File: src/rtl/uart_tx_arbiter.sv
// Round-robin arbiter sharing one UART transmitter among NUM_REQ requesters.
// Optional sticky-grant packet lock is built when UART_TX_ARB_LOCK_EN is defined.
`timescale 1ns/1ps

module uart_tx_arbiter #(
  parameter int NUM_REQ = 4,
  parameter int DATA_W  = 9
) (
  input  logic                       clk,
  input  logic                       rst,
  input  logic [NUM_REQ-1:0]         req_valid,
  input  logic [NUM_REQ*DATA_W-1:0]  req_data,
`ifdef UART_TX_ARB_LOCK_EN
  input  logic [NUM_REQ-1:0]         req_lock,
`endif
  output logic [NUM_REQ-1:0]         req_ready,
  output logic                       uart_start,
  output logic [DATA_W-1:0]          uart_data,
  input  logic                       uart_ready,
  input  logic                       uart_busy,
  output logic [$clog2(NUM_REQ)-1:0] grant_id,
  output logic                       grant_active
);

  localparam int ID_W = $clog2(NUM_REQ);

  typedef enum logic [1:0] {
    IDLE      = 2'd0,
    ISSUE     = 2'd1,
    WAIT_DONE = 2'd2
  } state_e;

  state_e              state_q, state_d;
  logic [ID_W-1:0]     ptr_q, ptr_d;
  logic [ID_W-1:0]     grant_id_q, grant_id_d;
  logic [DATA_W-1:0]   data_q, data_d;
  logic [NUM_REQ-1:0]  ready_q, ready_d;
  logic                active_q, active_d;

  logic                win_found;
  logic [ID_W-1:0]     win_id;
  logic [ID_W:0]       scan_sum;
  logic [DATA_W-1:0]   words [NUM_REQ];

  always_comb begin
    for (int i = 0; i < NUM_REQ; i++) begin
      words[i] = req_data[i*DATA_W +: DATA_W];
    end
  end

  // Scan ptr+1 .. ptr+NUM_REQ modulo NUM_REQ; the first valid index wins.
  always_comb begin
    win_found = 1'b0;
    win_id    = '0;
    scan_sum  = '0;
    for (int k = 1; k <= NUM_REQ; k++) begin
      scan_sum = {1'b0, ptr_q} + (ID_W+1)'(k);
      if (scan_sum >= (ID_W+1)'(NUM_REQ)) begin
        scan_sum = scan_sum - (ID_W+1)'(NUM_REQ);
      end
      if (!win_found && req_valid[scan_sum[ID_W-1:0]]) begin
        win_found = 1'b1;
        win_id    = scan_sum[ID_W-1:0];
      end
    end
`ifdef UART_TX_ARB_LOCK_EN
    // A locked holder that still has a word keeps the channel for its packet.
    if (req_lock[grant_id_q] && req_valid[grant_id_q]) begin
      win_found = 1'b1;
      win_id    = grant_id_q;
    end
`endif
  end

  // NOTE: every signal gets its default before the case, so no path leaves one unassigned and no latch is inferred.
  always_comb begin
    state_d    = state_q;
    ptr_d      = ptr_q;
    grant_id_d = grant_id_q;
    data_d     = data_q;
    ready_d    = '0;
    active_d   = active_q;
    uart_start = 1'b0;
    case (state_q)
      IDLE: begin
        if (uart_ready && win_found) begin
          data_d          = words[win_id];
          ready_d[win_id] = 1'b1;
          grant_id_d      = win_id;
          ptr_d           = win_id;
          active_d        = 1'b1;
          state_d         = ISSUE;
        end
      end
      ISSUE: begin
        // Held high until the UART reports busy: it only samples start on its baud tick.
        uart_start = 1'b1;
        if (uart_busy) begin
          state_d = WAIT_DONE;
        end
      end
      WAIT_DONE: begin
        if (!uart_busy && uart_ready) begin
          active_d = 1'b0;
          state_d  = IDLE;
        end
      end
      default: begin
        active_d = 1'b0;
        state_d  = IDLE;
      end
    endcase
  end

  // NOTE: sequential state uses non-blocking assignments so every register samples pre-edge values.
  always_ff @(posedge clk or posedge rst) begin
    if (rst) begin
      state_q    <= IDLE;
      ptr_q      <= ID_W'(NUM_REQ - 1);
      grant_id_q <= '0;
      data_q     <= '0;
      ready_q    <= '0;
      active_q   <= 1'b0;
    end else begin
      state_q    <= state_d;
      ptr_q      <= ptr_d;
      grant_id_q <= grant_id_d;
      data_q     <= data_d;
      ready_q    <= ready_d;
      active_q   <= active_d;
    end
  end

  assign req_ready    = ready_q;
  assign uart_data    = data_q;
  assign grant_id     = grant_id_q;
  assign grant_active = active_q;

endmodule

File: config.mk
export PLATFORM = sky130hd
export DESIGN_NAME = uart_tx_arbiter
export DESIGN_NICKNAME = d
export VERILOG_FILES = /design/src/rtl/uart_tx_arbiter.sv
export SDC_FILE = /design/constraint.sdc
export NUM_CORES = 1
export LEC_CHECK = 0
export CAP_MARGIN = 20
export CELL_PAD_IN_SITES_DETAIL_PLACEMENT = 2
export CELL_PAD_IN_SITES_GLOBAL_PLACEMENT = 2
export CORE_MARGIN = 2
export CORE_UTILIZATION = 21
export DETAILED_ROUTE_END_ITERATION = 8
export PLACE_DENSITY = 0.76
export SETUP_SLACK_MARGIN = 0.15
export SLEW_MARGIN = 20
export SYNTH_ARGS = -nofsm -noshare
export SYNTH_HDL_FRONTEND = slang
export SYNTH_SLANG_ARGS = --single-unit
File: constraint.sdc
create_clock -name clk -period 1.6 [get_ports clk]
set_clock_uncertainty 0.15 [all_clocks]
set_input_delay 0.32 -clock clk [delete_from_list [all_inputs] [get_ports clk]]
set_output_delay 0.32 -clock clk [all_outputs]
set_load 0.05 [all_outputs]
==> results of run 1 <==
[report_power, final]
part / switching (uW) / internal [uW] / leakage [uW] / total (uW)
sequential: 275 / 743 / 0.000235 / 1020
combinational: 1580 / 1600 / 0.000762 / 3180
clock: 189 / 220 / 0.0000288 / 409
total: 2040 / 2570 / 0.00103 / 4610
[cells in the mapped netlist, types with 2 or more instances]
cell | instances | share of area
a211oi_1 | 8 | 0.049
a21oi_1 | 3 | 0.012
a221oi_1 | 3 | 0.022
a221oi_2 | 6 | 0.074
and2_1 | 9 | 0.046
buf_4 | 3 | 0.019
dfrtp_1 | 18 | 0.37
dfstp_2 | 2 | 0.043
inv_1 | 4 | 0.012
mux2i_1 | 9 | 0.074
nand2_1 | 2 | 0.0062
nand2b_1 | 2 | 0.010
nor2_1 | 13 | 0.040
nor2b_1 | 3 | 0.015
nor3b_1 | 2 | 0.012
o21a_1 | 2 | 0.012
o21ai_0 | 3 | 0.012
[flip-flops by register name, indices dropped and copies added, names as in the netlist]
register,flops
grant_active,1
grant_id,2
req_ready,4
ptr_q,2
state_q,2
uart_data,9
[cell type report]
class | instances | area [um^2] | area share
Clock buffer | 4 | 55.1 | 0.0219
Inverter | 4 | 15.0 | 0.00597
Multi-Input combinational cell | 82 | 838 | 0.333
Sequential cell | 20 | 503 | 0.200
Tap cell | 72 | 90.1 | 0.0358
Timing Repair Buffer | 86 | 1010 | 0.403
[worst min path at each step]
stage	endpoint	slack, ns	cells after the start
2_1_floorplan	grant_active$_DFFE_PP0P_	0.13	1
3_5_place_dp	grant_id[0]$_DFFE_PP0P_	0.43	1
5_1_grt	req_ready[1]$_DFF_PP0_	0.28	3
6_report	req_ready[1]$_DFF_PP0_	0.24	3
3_3_place_gp	grant_id[0]$_DFFE_PP0P_	0.41	1
4_1_cts	state_q[1]$_DFFE_PP0P_	0.24	3
[routing by layer]
layer	global-route usage	vias up
li1	-	580
met5	0	-
met3	0.0258	5
met4	0.0508	0
met2	0.303	33
met1	0.172	643
[through the flow]
| stage | setup WS [ns] | util |
|---|---|---|
| final | -0.237 | 0.454 |
| after global routing | -0.323 | 0.454 |
| after CTS | -0.223 | 0.426 |
| after detailed placement | -0.925 | 0.397 |
| after global placement | -0.725 | 0.397 |
| after floorplan | -0.0761 | - |
[worst min-delay path: cells and delay by family]
family   cells  cell delay, ns
buf+inv      3            0.73
[cell families (layout without fill, tap and decap cells)]
kind of cell    Yosys count  after routing  synth area share
simple gates             40             41             0.212
buf+inv                  10             94            0.0546
mux                       9              9            0.0742
flops                    20             20             0.414
compound gates           32             32             0.245
[repair_timing]
| item | in CTS | in global routing |
|---|---|---|
| resized for setup | 21 | 27 |
| endpoints found under the setup margin | 20 | 19 |
| pin swaps | 6 | 13 |
| gates cloned | 0 | 2 |
| endpoints found under the hold margin | 0 | 0 |
| setup buffers | 5 | 1 |
==> results.txt, run 1 <==
Remaining DRCs: 0
worst hold slack: 0.240 ns
endpoints failing setup: 17
CP max FO: 8
later-pin clock latency in the skew report: 0.27 ns
Post-Syn Area: 1210 um^2
ys async rst share: 1.00
Die Ht: 80.1 um
non-filler cells, final: 268
CP Depth: 6
die width: 80.1 um
post-DP HPWL: 3770 um
Worst R2R Start: ptr_q[1]$_DFFE_PP1P_
met3 WL: 151 um
total grt overflow: 0
clock-pin slew on the worst setup and hold paths: 0.08 ns
Clock Path Buffers: 2
critical path's largest stage delay: 0.58 ns
critical path data arrival time: 1.82 ns
flops & latches, synth: 20
Worst Reg-to-Reg Cells: 6
DR vias: 1,261
drt first pass iters: 4
commonest non-fill, non-tap cells in the layout: 39 x clkdlybuf4s50_1, 19 x buf_12, 18 x dfrtp_1, 17 x buf_4, 13 x nor2_1
Worst-Margin Slew: 0.368 ns
crit path buf inv count: 1
port bufs: 60
f_max: 544 MHz
post-detailed-route wirelength per cell: 19.1 um
CTS Root Cell: clkbuf_8
Req. time, crit path: 1.59 ns
layout cells sized above 1: 0.449
EDFF count, synth: 0
total negative slack: -2.54 ns
antenna violations before repair: 0
H-tree depth: 1
Routed Antenna Nets: 0
leakage power: 0.00103 uW
post-route minimum period: 1.84 ns
# rows: 27
final max-slew violation count: 0
failing checks: setup timing
Final Cell Area: 2520 um^2
max_slew headroom: 0.754
hold buffer count at cts: 0
drt total wl: 5110 um
placed cells: 256
core area: 5540 um^2
top routing layer used: met4
Synth Flop Type: dfrtp_1
Top delay family on crit path: flip-flops
largest net degree at the start of global routing: 21
total track usage: 0.157
Ports: 61
TritonCTS Buffers: 3
worst-path cell chain: nor3b_1, a311oi_4, nand2_2, buf_6, a221oi_2, a211oi_1
Area Growth Syn to Fin: 107%
die area: 6410 um^2
maxcap violations: 0
number of diodes: 0
Crit Path Category: reg2reg
Syn. warnings: 0
startpoint types: flop
routed wl met2: 2860 um
crit path capture type: flop
most common cell after layout, fill and taps aside: clkdlybuf4s50_1
sequential area share after synthesis: 0.414
Net count, final: 241
RR Endpoint: uart_data[2]$_DFFE_PP0P_
final hold violations: 0
Slowest-stage cell, CP: dfstp_2
Tcrit/Tclk final: 1.15
overall power: 4610 uW
Mapped Cells: 111
Setup crit end: uart_data[2]$_DFFE_PP0P_
vias in the first global route: 1,432
internal reg-to-reg setup slack: -0.24 ns
dpl cell area: 2200 um^2
path type of the worst min-delay path: in2async
Iter 0 DRT Violations: 34
Mapped Nets: 155
status: finished with violations
first-pass GRT wire length: 7490 um
post-route setup slack: -0.237 ns
Fill cells: 556
Distinct cells, synth: 36
global placement routability congestion: 0.738
CP Launch Point: ptr_q[1]$_DFFE_PP1P_
Sinks on Clock Net: 20
PwrDens: 1830 nW/um^2
unrepaired setup endpoints after global routing: yes
vias per inst: 4.71
Initial Util: 0.219
CTS tree: built
VDD IR max: 0.000800 V
routed length on met1: 2030 um
Mean Syn Cell Area: 10.9 um^2
(Power assumes the default switching activity.)
==> inputs of run 2 (changes only) <==
--- a/config.mk
+++ b/config.mk
@@ -9,9 +9,9 @@
 export CELL_PAD_IN_SITES_DETAIL_PLACEMENT = 2
 export CELL_PAD_IN_SITES_GLOBAL_PLACEMENT = 2
 export CORE_MARGIN = 2
-export CORE_UTILIZATION = 21
+export CORE_UTILIZATION = 23
 export DETAILED_ROUTE_END_ITERATION = 8
-export PLACE_DENSITY = 0.76
+export PLACE_DENSITY = 0.79
 export SETUP_SLACK_MARGIN = 0.15
 export SLEW_MARGIN = 20
 export SYNTH_ARGS = -nofsm -noshare
==> constraint.sdc (replaced) <==
create_clock -name clk -period 1.8 [get_ports clk]
set_clock_uncertainty 0.15 [all_clocks]
set_input_delay 0.36 -clock clk [delete_from_list [all_inputs] [get_ports clk]]
set_output_delay 0.36 -clock clk [all_outputs]
set_load 0.05 [all_outputs]
==> run 2 against run 1 <==
Against the previous run: the run still ends with setup timing left; cell count decreased by 3.4%; critical path depth did not move; hold slack improved by 0.049 ns; register-to-register slack improved by 0.20 ns; via count decreased by 3.0%.
==> results.txt, run 2 (synthesis results as in run 1) <==
status: finished with violations
failing checks: setup timing
critical path data arrival time: 1.83 ns
Storage cell area: 504 um^2
Seq pwr share: 0.226
met2 Usage GRT: 0.292
Worst-Margin Slew: 0.349 ns
TritonCTS Buffers: 3
port bufs: 60
path type of the worst min-delay path: in2async
commonest non-fill, non-tap cells in the layout: 38 x clkdlybuf4s50_1, 27 x buf_4, 17 x dfrtp_1, 13 x nor2_1, 9 x and2_1
Clock Path Buffers: 2
Comb pwr share: 0.649
leakage power: 0.000939 uW
antenna violations before repair: 0
CP Depth: 6
die area: 5880 um^2
Initial Util: 0.238
overall power: 3680 uW
Psw: 1700 uW
internal reg-to-reg setup slack: -0.03 ns
dpl cell area: 1950 um^2
f_max: 546 MHz
vias per inst: 4.72
Top Usage Layer GRT: met2
endpoints failing setup: 9
CP max FO: 5
Fill cells: 525
total grt overflow: 0
# rows: 26
clock share of power: 0.125
post-DP HPWL: 3380 um
total track usage: 0.151
core area: 5110 um^2
final max-slew violation count: 0
crit path capture type: flop
post-route minimum period: 1.83 ns
Req. time, crit path: 1.80 ns
max_slew headroom: 0.766
Net count, final: 234
CTS Root Cell: clkbuf_8
H-tree depth: 1
first-pass GRT wire length: 7060 um
final hold violations: 0
drt first pass iters: 4
Remaining DRCs: 0
later-pin clock latency in the skew report: 0.26 ns
unrepaired setup endpoints after global routing: yes
largest net degree at the start of global routing: 21
post-detailed-route wirelength per cell: 17.6 um
die width: 76.7 um
Tcrit/Tclk final: 1.02
Top delay family on crit path: compound AO/OA/AOI/OAI gates
Iter 0 DRT Violations: 16
Sinks on Clock Net: 20
worst-path cell chain: nor3b_2, a311oi_4, nand2_2, buf_6, a221oi_4, a211oi_2
most common cell after layout, fill and taps aside: clkdlybuf4s50_1
Slowest-stage cell, CP: dfstp_2
startpoint types: flop
Ports: 61
crit path buf inv count: 1
CTS tree: built
clock-pin slew on the worst setup and hold paths: 0.08 ns
max FFs per register: 9
number of diodes: 0
routing usage on met1: 0.163
Die Ht: 76.7 um
Area Growth Syn to Fin: 87.0%
post-route setup slack: -0.0331 ns
switching part of the total: 0.461
internal power: 1980 uW
maxcap violations: 0
GRT met3 Usage: 0.0318
critical path's largest stage delay: 0.59 ns
DR vias: 1,223
Final Cell Area: 2270 um^2
vias in the first global route: 1,427
PwrDens: 1620 nW/um^2
layout cells sized above 1: 0.423
global placement routability congestion: 0.685
area taken by multi-input logic gates: 813 um^2
drt total wl: 4560 um
VDD IR max: 0.000452 V
Routed Antenna Nets: 0
Crit Path Category: reg2reg
Worst Reg-to-Reg Cells: 6
## run 2: metrics by stage
stage | setup WS, ns | utilization | cells | hold slack, ns | TNS, ns
6_report | -0.0331 | 0.445 | 259 | 0.289 | -0.122
5_1_grt | -0.0907 | 0.445 | 259 | 0.323 | -0.606
4_1_cts | 0.00241 | 0.421 | 256 | 0.299 | 0
3_3_place_gp | -0.495 | 0.381 | 247 | 0.358 | -7.14
2_1_floorplan | 0.0948 | - | 111 | 0.172 | 0
3_5_place_dp | -0.597 | 0.381 | 247 | 0.386 | -8.60
## run 2: power by group through the flow
stage / sequential [uW] / clock (uW) / combinational (uW)
2_1_floorplan: 1310 / 0 / 764
3_3_place_gp: 809 / 0 / 1890
3_5_place_dp: 823 / 0 / 1960
4_1_cts: 818 / 468 / 2180
5_1_grt: 853 / 490 / 2510
6_report: 829 / 461 / 2390
## run 2: area by class of cell
class / instances / share of cell area
multi-input combinational: 81 / 0.358
inverter: 4 / 0.00661
tap: 70 / 0.0385
clock buffer: 3 / 0.0182
clock inverter: 1 / 0.0132
sequential: 20 / 0.222
timing repair buffer: 80 / 0.344
## run 2: tightest hold or removal path: stages
cell and delay (ns):
clkdlybuf4s50_1 0.40, inv_1 0.06, buf_4 0.27
## run 2: timing repair
item | 4_1_cts | 5_1_grt
setup endpoints to repair | 19 | 18
buffers inserted | 5 | 3
gates cloned | 0 | 0
pin swaps | 4 | 9
gates resized for setup | 22 | 23
hold buffers | 0 | 0
## run 2: final timing paths
check	startpoint	endpoint
max	ptr_q[1]$_DFFE_PP1P_	uart_data[7]$_DFFE_PP0P_
min	rst	grant_id[1]$_DFFE_PP0P_
max reg2reg	ptr_q[1]$_DFFE_PP1P_	uart_data[7]$_DFFE_PP0P_
min reg2reg	grant_id[0]$_DFFE_PP0P_	grant_id[0]$_DFFE_PP0P_
max in group asynchronous	rst	ptr_q[0]$_DFFE_PP1P_
min in group clk	grant_id[0]$_DFFE_PP0P_	grant_id[0]$_DFFE_PP0P_
## run 2: layer usage
layer	share of wire	routed length [um]
met4	0.0083	38
met5	0	0
met2	0.55	2510
met1	0.41	1860
met3	0.033	152
==> inputs of run 3 (changes only) <==
--- a/config.mk
+++ b/config.mk
@@ -11,6 +11,7 @@
 export CORE_MARGIN = 2
 export CORE_UTILIZATION = 23
 export DETAILED_ROUTE_END_ITERATION = 8
+export GPL_TIMING_DRIVEN = 0
 export PLACE_DENSITY = 0.79
 export SETUP_SLACK_MARGIN = 0.15
 export SLEW_MARGIN = 20
==> run 3 against run 2 <==
Against the previous run: register-to-register slack worse by 0.17 ns; via count up 1.2%; the flow still finishes with violations (setup timing); sequential share of layout area down 0.66 points; hold slack better by 0.089 ns; first-iteration DRC count up 110%; utilization up 1.5 points; total power up 2.6%.
==> results.txt, run 3 (synthesis results as in run 1) <==
Remaining DRCs: 0
overall power: 3770 uW
Worst Reg-to-Reg Cells: 6
internal power: 1950 uW
total grt overflow: 0
Psw: 1830 uW
Sinks on Clock Net: 20
number of diodes: 0
post-route minimum period: 2.00 ns
VDD IR max: 0.000515 V
Net count, final: 235
Comb pwr share: 0.684
Fill cells: 539
Area Growth Syn to Fin: 93.2%
Hold Crit Depth: 1
final hold violations: 0
max FFs per register: 9
final max-slew violation count: 0
TritonCTS Buffers: 3
worst-path cell chain: nor3b_2, a311oi_2, nand2_2, clkbuf_16, a221oi_4, a211oi_2
Iter 0 DRT Violations: 33
Seq pwr share: 0.221
# rows: 26
post-DP HPWL: 3420 um
Slowest-stage cell, CP: dfstp_2
commonest non-fill, non-tap cells in the layout: 38 x clkdlybuf4s50_1, 16 x dfrtp_1, 11 x nor2_1, 10 x clkdlybuf4s15_2
CTS tree: built
crit path buf inv count: 1
hold buffer count at cts: 0
CTS Root Cell: clkbuf_8
global placement routability congestion: 0.748
Tcrit/Tclk final: 1.11
Routed Antenna Nets: 0
Ports: 61
largest net degree at the start of global routing: 21
Clock Path Buffers: 2
status: finished with violations
later-pin clock latency in the skew report: 0.26 ns
Worst R2R Start: ptr_q[1]$_DFFE_PP1P_
Storage cell area: 505 um^2
H-tree depth: 1
clock share of power: 0.095
Worst Hold End: grant_id[0]$_DFFE_PP0P_
Req. time, crit path: 1.79 ns
most common cell after layout, fill and taps aside: clkdlybuf4s50_1
f_max: 500 MHz
internal reg-to-reg setup slack: -0.20 ns
area taken by multi-input logic gates: 826 um^2
Die Ht: 76.7 um
Crit Path Category: reg2reg
path type of the worst min-delay path: reg2reg
unrepaired setup endpoints after global routing: yes
critical path's largest stage delay: 0.59 ns
maxcap violations: 0
drt first pass iters: 3
worst hold slack: 0.378 ns
die width: 76.7 um
Top delay family on crit path: compound AO/OA/AOI/OAI gates
placed cells: 241
die area: 5880 um^2
antenna violations before repair: 0
DR vias: 1,238
Hold Path Origin: grant_id[0]$_DFFE_PP0P_
vias per inst: 4.76
total track usage: 0.178
post-detailed-route wirelength per cell: 22.0 um
Initial Util: 0.238
first-pass GRT wire length: 8120 um
crit path capture type: flop
endpoints failing setup: 10
max_slew headroom: 0.447
PwrDens: 1610 nW/um^2
CP max FO: 3
fin util: 0.460
layout cells sized above 1: 0.442
post-route setup slack: -0.202 ns
core area: 5110 um^2
failing checks: setup timing
port bufs: 60
critical path data arrival time: 1.99 ns
drt total wl: 5730 um
startpoint types: flop
leakage power: 0.000954 uW
clock-pin slew on the worst setup and hold paths: 0.08 ns
Worst-Margin Slew: 0.829 ns
switching part of the total: 0.484
RR Endpoint: uart_data[3]$_DFFE_PP0P_
vias in the first global route: 1,395
non-filler cells, final: 260
## run 3: cell count changes in the layout (fill, tap and decap cells not counted), sizes merged
cell	delta
clkdlybuf4s15	+12
bufbuf	+1
bufinv	-1
clkbuf	+7
buf	-18
## run 3: area by class of cell
type	count	area share
flip-flops and latches	20	0.215
repair buffers	75	0.334
well taps	70	0.0373
plain buffers	6	0.0314
multi-input cells	81	0.352
clock buffers	4	0.0235
inverters	4	0.00640
## run 3: layer usage
layer / GRT usage / up-vias / wire length [um]
met1: 0.199 / 629 / 2260
met2: 0.352 / 36 / 3190
met5: 0 / - / 0
li1: - / 567 / -
met3: 0.0318 / 6 / 186
met4: 0.0291 / 0 / 83
## run 3: repair_timing
item / CTS / global route
resized for setup: 85 / 32
pin swaps: 18 / 10
cloned: 3 / 1
setup endpoints to repair: 35 / 26
setup buffers: 10 / 1
## run 3: metrics by stage
stage               worst slack, ns  setup TNS, ns  instance area [um^2]
floorplan                    0.0948              0                  1230
global placement             -0.606          -9.26                  1920
detailed placement           -0.870         -11.95                  1920
CTS                         -0.0928         -0.550                  2240
global route                 -0.286          -2.17                  2350
finish                       -0.202          -1.06                  2350
## run 3: worst reg2reg max path, delay by kind of cell (launching register included)
family                 cells  cell delay (ns)
AO/OA/AOI/OAI              3             0.66
AND/OR/NAND/NOR            2             0.26
flip-flops                 1             0.59
buffers and inverters      1             0.21
## run 3: how the worst max path moves through the flow
stage                              start                  endpoint  slack (ns)  depth (start not counted)
global placement            req_valid[3]  uart_data[4]$_DFFE_PP0P_       -0.61                          7
finish              ptr_q[1]$_DFFE_PP1P_  uart_data[3]$_DFFE_PP0P_       -0.20                          6
CTS                 ptr_q[0]$_DFFE_PP1P_  uart_data[1]$_DFFE_PP0P_       -0.09                          6
global route        ptr_q[1]$_DFFE_PP1P_  uart_data[3]$_DFFE_PP0P_       -0.29                          6
floorplan           ptr_q[0]$_DFFE_PP1P_  uart_data[0]$_DFFE_PP0P_        0.09                          6
detailed placement          req_valid[3]  uart_data[1]$_DFFE_PP0P_       -0.87                          6
## run 3: power groups by stage
stage               sequential, uW  clock [uW]  combinational [uW]
finish                         834         357                2580
global route                   860         384                2710
CTS                            815         358                2340
detailed placement             823           0                1930
global placement               803           0                1860
floorplan                     1310           0                 764
